File: src/rtl/aes_sbox_sched.sv
// Time-shares NUM_SBOX external AES S-box lanes between the round datapath (128-bit SubBytes)
// and the key schedule (32-bit SubWord); NUM_SBOX bytes are substituted per RUN cycle.
//
//   state | meaning
//   IDLE  | waiting for a request; arbitration happens here only
//   RUN   | substituting NUM_SBOX bytes of the work register per cycle
//   ACK   | one-cycle ack pulse; requests ignored
module aes_sbox_sched #(
    parameter int NUM_SBOX = 4,
    parameter bit KEY_PRIO = 1'b1
) (
    input  logic                  clk,
    input  logic                  rst,
    input  logic                  st_req,
    input  logic [127:0]          st_in,
    output logic                  st_ack,
    output logic [127:0]          st_out,
    input  logic                  ks_req,
    input  logic [31:0]           ks_in,
    output logic                  ks_ack,
    output logic [31:0]           ks_out,
    output logic [8*NUM_SBOX-1:0] sb_addr,
    input  logic [8*NUM_SBOX-1:0] sb_data,
    output logic                  busy
);

    localparam int ST_LEN   = 16 / NUM_SBOX;
    localparam int KS_LEN   = (NUM_SBOX >= 4) ? 1 : 4 / NUM_SBOX;
    localparam int KS_LANES = (NUM_SBOX > 4) ? 4 : NUM_SBOX;

    if (!(NUM_SBOX == 1 || NUM_SBOX == 2 || NUM_SBOX == 4 || NUM_SBOX == 8 || NUM_SBOX == 16))
    begin : g_bad_num_sbox
        $error("aes_sbox_sched: NUM_SBOX must be 1, 2, 4, 8 or 16");
    end

    typedef enum logic [1:0] {IDLE, RUN, ACK} state_t;

    state_t         state_q, state_d;
    logic [3:0]     cnt_q, cnt_d;
    logic [127:0]   work_q, work_d;
    logic [127:0]   st_out_q, st_out_d;
    logic [31:0]    ks_out_q, ks_out_d;
    logic           job_key_q, job_key_d;
    logic           last_key_q, last_key_d;
    logic           st_ack_q, st_ack_d;
    logic           ks_ack_q, ks_ack_d;

    logic           take_key;
    logic           last_cyc;
    logic [3:0]     idx;
    logic           lane_used;

    always_comb begin
        state_d    = state_q;
        cnt_d      = cnt_q;
        work_d     = work_q;
        st_out_d   = st_out_q;
        ks_out_d   = ks_out_q;
        job_key_d  = job_key_q;
        last_key_d = last_key_q;
        st_ack_d   = 1'b0;
        ks_ack_d   = 1'b0;
        sb_addr    = '0;
        idx        = '0;
        lane_used  = 1'b0;
        // with KEY_PRIO=0 a tie goes to whoever was not granted last
        take_key   = ks_req && (!st_req || KEY_PRIO || !last_key_q);
        last_cyc   = job_key_q ? (cnt_q == 4'(KS_LEN - 1)) : (cnt_q == 4'(ST_LEN - 1));

        case (state_q)
            IDLE: begin
                if (st_req || ks_req) begin
                    state_d    = RUN;
                    cnt_d      = '0;
                    job_key_d  = take_key;
                    last_key_d = take_key;
                    work_d     = take_key ? {96'b0, ks_in} : st_in;
                end
            end
            RUN: begin
                for (int k = 0; k < NUM_SBOX; k++) begin
                    idx       = 4'(int'(cnt_q) * NUM_SBOX + k);
                    lane_used = !job_key_q || (k < KS_LANES);
                    if (lane_used) begin
                        sb_addr[8*k +: 8]  = work_q[8*idx +: 8];
                        work_d[8*idx +: 8] = sb_data[8*k +: 8];
                    end
                end
                cnt_d = cnt_q + 4'd1;
                if (last_cyc) begin
                    state_d = ACK;
                    if (job_key_q) begin
                        ks_out_d = work_d[31:0];
                        ks_ack_d = 1'b1;
                    end else begin
                        st_out_d = work_d;
                        st_ack_d = 1'b1;
                    end
                end
            end
            ACK:     state_d = IDLE;
            default: state_d = IDLE;
        endcase
    end

    always_ff @(posedge clk) begin
        if (rst) begin
            state_q    <= IDLE;
            cnt_q      <= '0;
            work_q     <= '0;
            st_out_q   <= '0;
            ks_out_q   <= '0;
            job_key_q  <= 1'b0;
            last_key_q <= 1'b1;
            st_ack_q   <= 1'b0;
            ks_ack_q   <= 1'b0;
        end else begin
            state_q    <= state_d;
            cnt_q      <= cnt_d;
            work_q     <= work_d;
            st_out_q   <= st_out_d;
            ks_out_q   <= ks_out_d;
            job_key_q  <= job_key_d;
            last_key_q <= last_key_d;
            st_ack_q   <= st_ack_d;
            ks_ack_q   <= ks_ack_d;
        end
    end

    assign st_ack = st_ack_q;
    assign ks_ack = ks_ack_q;
    assign st_out = st_out_q;
    assign ks_out = ks_out_q;
    assign busy   = (state_q != IDLE);

endmodule

File: config.mk
export PLATFORM = sky130hd
export DESIGN_NAME = aes_sbox_sched
export DESIGN_NICKNAME = d
export VERILOG_FILES = /design/src/rtl/aes_sbox_sched.sv
export SDC_FILE = /design/constraint.sdc
export NUM_CORES = 1
export LEC_CHECK = 0
export CORE_AREA = 2 2 225 227
export CTS_CLUSTER_SIZE = 30
export DETAILED_ROUTE_END_ITERATION = 6
export DIE_AREA = 0 0 227 229
export HOLD_SLACK_MARGIN = 0.1
export PLACE_DENSITY = 0.54
export SYNTH_ARGS = -nofsm -noshare
export SYNTH_HDL_FRONTEND = slang
export SYNTH_SLANG_ARGS = --single-unit
File: constraint.sdc
create_clock -name clk -period 6.1 [get_ports clk]
set_input_delay 1.22 -clock clk [delete_from_list [all_inputs] [get_ports clk]]
set_output_delay 1.22 -clock clk [all_outputs]
set_load 0.01 [all_outputs]
### Yosys cells after proc, flatten, opt, wreduce, memory -nomap -nowiden

Cells that the tools add are included.

| storage, ports and cells | value |
|---|---|
| bits in registers | 297 |
| bits in latches | 0 |
| bits in writable memories | 0 |
| bits in read-only memories | 0 |
| bits of input ports | 196 |
| word-level logic and storage cells | 65 |
| memories | 0 |

| cells by class | value |
|---|---|
| add/subtract/negate cells | 8 |
| multipliers | 0 |
| div/mod/pow operators | 0 |
| $lt $le $gt $ge | 0 |
| equal/unequal tests | 4 |
| shift operators | 12 |
| mux-type cells | 19 |
| bitwise gates (word level) | 3 |
| reduce and logical (&&, ||, !) cells | 11 |

Operator list:

| operator | number |
|---|---|
| $mux 128 | 5 |
| $bwmux 128 | 4 |
| $shift 8x34->128 const A | 4 |
| $shiftx 128x8->8 | 4 |
| $shiftx 8x34->128 | 4 |
| $pmux 128 s2 | 1 |
| $neg 7->34 | 4 |
| $mux 32 | 1 |
| $add 4x1->4 const B | 2 |
| $add 4x2->4 const B | 2 |
| $pmux 4 s2 | 1 |
| $reduce_and 2->1 | 3 |
| $reduce_and 3->1 | 2 |
| $eq 4x2->1 const B | 1 |
| $logic_not 4->1 | 1 |
| $mux 2 | 2 |
| $mux 4 | 1 |
| $ne 2x2->1 const B | 2 |
| $pmux 2 s2 | 1 |
| $reduce_bool 2->1 | 2 |
| $mux 1 | 3 |
| $not 1->1 | 3 |
| $reduce_or 3->1 | 1 |
| $eq 2x1->1 const B | 1 |
| 2 further kinds | 2 |

### Logic depth before layout (Yosys ltp)

| depth | value |
|---|---|
| depth after elaboration | 10 |
| gate-level depth with buffers | 10 |

### Worst setup path after synthesis

No wires, ideal clock.

| timing | value |
|---|---|
| kind | register to output |
| from | register cnt_q[0] |
| to | output sb_addr[12] |
| arrival time | 1.529 ns |
| setup slack | 3.351 ns |
| stages on the path, launching flop included | 5 |
| buffers on the path | 2 |
| cell sequence | dfxtp_1 buf_2 buf_2 mux4_2 and2_1 |

| between the ends | value |
|---|---|
| cells in the longest elaborated chain, start to end | 3 |

Ends and longest elaborated chain:

| element | RTL line | RTL |
|---|---|---|
| start, declared | 39 | `logic [3:0] cnt_q, cnt_d;` |
| start signal, assigned | 119 | `cnt_q <= cnt_d;` |
| $add 4x1->4 | 82 | `idx = 4'(int'(cnt_q) * NUM_SBOX + k);` |
| $shiftx 128x8->8 | 85 | `sb_addr[8*k +: 8] = work_q[8*idx +: 8];` |
| $mux 32 | 70 | `case (state_q)` |
| end, declared | 22 | `output logic [8*NUM_SBOX-1:0] sb_addr,` |

Every way passes these cells.

### Worst setup path after layout

| timing | value |
|---|---|
| from | register cnt_q[0] |
| to | output sb_addr[9] |

Same word-level chain as after synthesis.

==> impl_metrics.ini <==
[detailed_routing]
antenna_left = 0
avgRoutedWirePerCell_um = 26.0
vias_per_cell = 5.59
drt_pass1_iterations = 5
route.vias.total = 15000
drt_iter0_markers = 1432
drc = 0
wirelength_um = 70000

[clocking]
cts-root-buf = clkbuf_16
worstSkewPairLatency_ps = 550
cts_tree = built
cts-htree-levels = 2
clk_pin_slew_ps = 60
clk_path_buf_depth = 3
cts_setup_buffers = 0
clock-sinks = 297
cts_hold_buffers = 0
cts_resized = 0
cts_buffers = 37

[global_routing]
antenna_found_initial = 5
grt_pass1_vias = 14400
grt-ovfl-total = 0
grt_max_degree = 135
grt.total_usage = 0.260
grt_pass1_wl_um = 99800

[final_layout]
syn2layout_area_growth_pct = 36.9
final_common_cell = clkdlybuf4s50_1
multi_input_area_um2 = 7690
finalNonFillerCells = 2692
utilization = 0.404
n_fill_cell = 5025
num-nets-final = 2187
final-seq-area_um2 = 5950
layout_common_cells = clkdlybuf4s50_1, dfxtp_1, nor2_1
drive_gt1_frac = 0.0805

[yosys]
synthCells = 1714
synth_warnings = 0
ys_seq_elements = 297
synth_area_um2 = 14700
synth_edf_count = 0
ys_seq_area_frac = 0.405
synth_ff_type = dfxtp_1
synthArstFlopShare = 0
ys_types = 57
synth_nets = 1915
synth_area_per_cell_um2 = 8.55

[pwr]
p_per_area_nw_per_um2 = 274
power.internal_mw = 3.88
power_frac_seq = 0.394
vdd_drop_max_v = 0.000175
total_power_mw = 5.50
leakagePower_nw = 6.68
p_clk_frac = 0.427
power.switching_mw = 1.61
combPwrFrac = 0.179
swShare = 0.293

[status]
outcome = finished clean

[place]
place_inst = 2619
dp_hpwl_um = 49100
portBuffers = 390
routabilityCongestion = 0.871

[die]
die_x_um = 227
die_area_um2 = 52000
start_util = 0.295
core_um2 = 49700
row_count = 82
die_h_um = 229
io_pins = 391

[critical_path]
crit_path_start_kind = flop
worstPathRequired_ps = 4880
slowest_stage = dfxtp_2
crit_buf_inv = 2
crit_path_cell_trace = buf_4 > mux4_2 > and2_1 > clkdlybuf4s50_1
crit_family = buffers and inverters
crit_type = flop to primary output
arrival_ps = 3130
worst-path-max-fanout = 32
max_stage_delay_ps = 680
end_kind = primary output

[timing]
fin_crit_sh = 0.713
setup-violations-final = 0
hold_violations = 0
fin_crit_ps = 4350
finalSetupTns_ps = 0
max_freq_ghz = 0.230
worst_slew_pin_slew_ps = 1290
skew_ps = 22.9
relSlewSlack = 0.141
grt_setup_unrepaired = false
maxSlewViolCount = 0

[run]
cap_violations = 0

[worst_hold_path]
hp-class = flop to flop
==> power by group through the flow <==
stage	logic [mW]	clock network, mW	registers [mW]
6_report	0.982	2.35	2.17
5_1_grt	1.05	2.47	2.17
4_1_cts	0.978	2.39	2.16
3_5_place_dp	0.973	0	2.20
3_3_place_gp	0.965	0	2.20
2_1_floorplan	0.551	0	2.13
==> path summary, 6_finish.rpt <==
kind | startpoint | endpoint | slack (ps) | cells after the start
worst max-delay path | cnt_q[0] | sb_addr[9] | 1750 | 4
worst min-delay path | st_out[43] | st_out[43] | 460 | 2
worst max register to register | cnt_q[0] | st_out[24] | 2340 | 8
worst min register to register | st_out[43] | st_out[43] | 460 | 2
==> final cells by class <==
class	count	share of cell area
inverters	56	0.0105
clock buffers	55	0.0556
repair buffers	413	0.204
flip-flops and latches	297	0.296
well taps	672	0.0419
multi-input cells	1181	0.383
diodes	7	0.000873
clock inverters	11	0.00829
==> worst reg2reg max path, stage by stage (launching register included) <==
cell and delay, ps:
dfxtp_2 680, buf_4 600, ha_1 260, buf_4 370
nand2b_1 200, nor4_4 240, buf_4 870, nor2_1 180
a211oi_1 250
==> sequential cells by signal, summed over array words and instances (netlist names) <==
register	flops
st_ack	1
work_q	128
ks_out	32
cnt_q	4
job_key_q	1
ks_ack	1
st_out	128
state_q	2
==> synthesized netlist by cell type (8+ instances only) <==
| master | n | area (um2) |
|---|---|---|
| nor2b_1 | 73 | 457 |
| clkbuf_1 | 87 | 327 |
| o211ai_1 | 12 | 90.1 |
| a2bb2oi_1 | 35 | 307 |
| a22o_1 | 19 | 166 |
| and2_1 | 34 | 213 |
| a21oi_1 | 123 | 616 |
| o21ai_0 | 62 | 310 |
| a22oi_1 | 48 | 360 |
| inv_1 | 53 | 199 |
| a211oi_1 | 141 | 1060 |
| o31a_1 | 8 | 70.1 |
| o21a_1 | 10 | 75.1 |
| nand2_1 | 136 | 510 |
| o221ai_1 | 48 | 420 |
| nor3_1 | 9 | 45.0 |
| o211a_1 | 12 | 120 |
| dfxtp_1 | 297 | 5950 |
| o221a_2 | 8 | 90.1 |
| a211oi_2 | 12 | 150 |
| o22ai_1 | 22 | 138 |
| buf_2 | 64 | 320 |
| nand3_1 | 12 | 60.1 |
| nor2_1 | 206 | 773 |
| a31oi_1 | 64 | 400 |
| buf_4 | 20 | 150 |
| mux4_2 | 32 | 721 |
==> layer usage <==
layer	routed length, um	GRT usage
met1	31000	0.367
met2	30100	0.386
met3	7300	0.0725
met4	1590	0.0731
met5	0	0
==> kinds of logic after synthesis <==
group | count (synthesis) | synth area share
AO/OA/AOI/OAI | 640 | 0.307
XOR/XNOR | 2 | 0.00119
adder cells (fa/ha/maj) | 5 | 0.00427
buffers and inverters | 236 | 0.0725
flip-flops | 297 | 0.405
multiplexers | 35 | 0.0512
AND/OR/NAND/NOR | 499 | 0.158
==> metrics by stage <==
stage          setup slack (ps)  hold slack, ps  instance area [um2]
6_report                   1750             457                20100
5_1_grt                    1560             483                20100
4_1_cts                    1680             458                20100
3_5_place_dp               2300             450                18800
3_3_place_gp               2320             447                18800
2_1_floorplan              3350             442                14700
(Power assumes the default switching activity.)
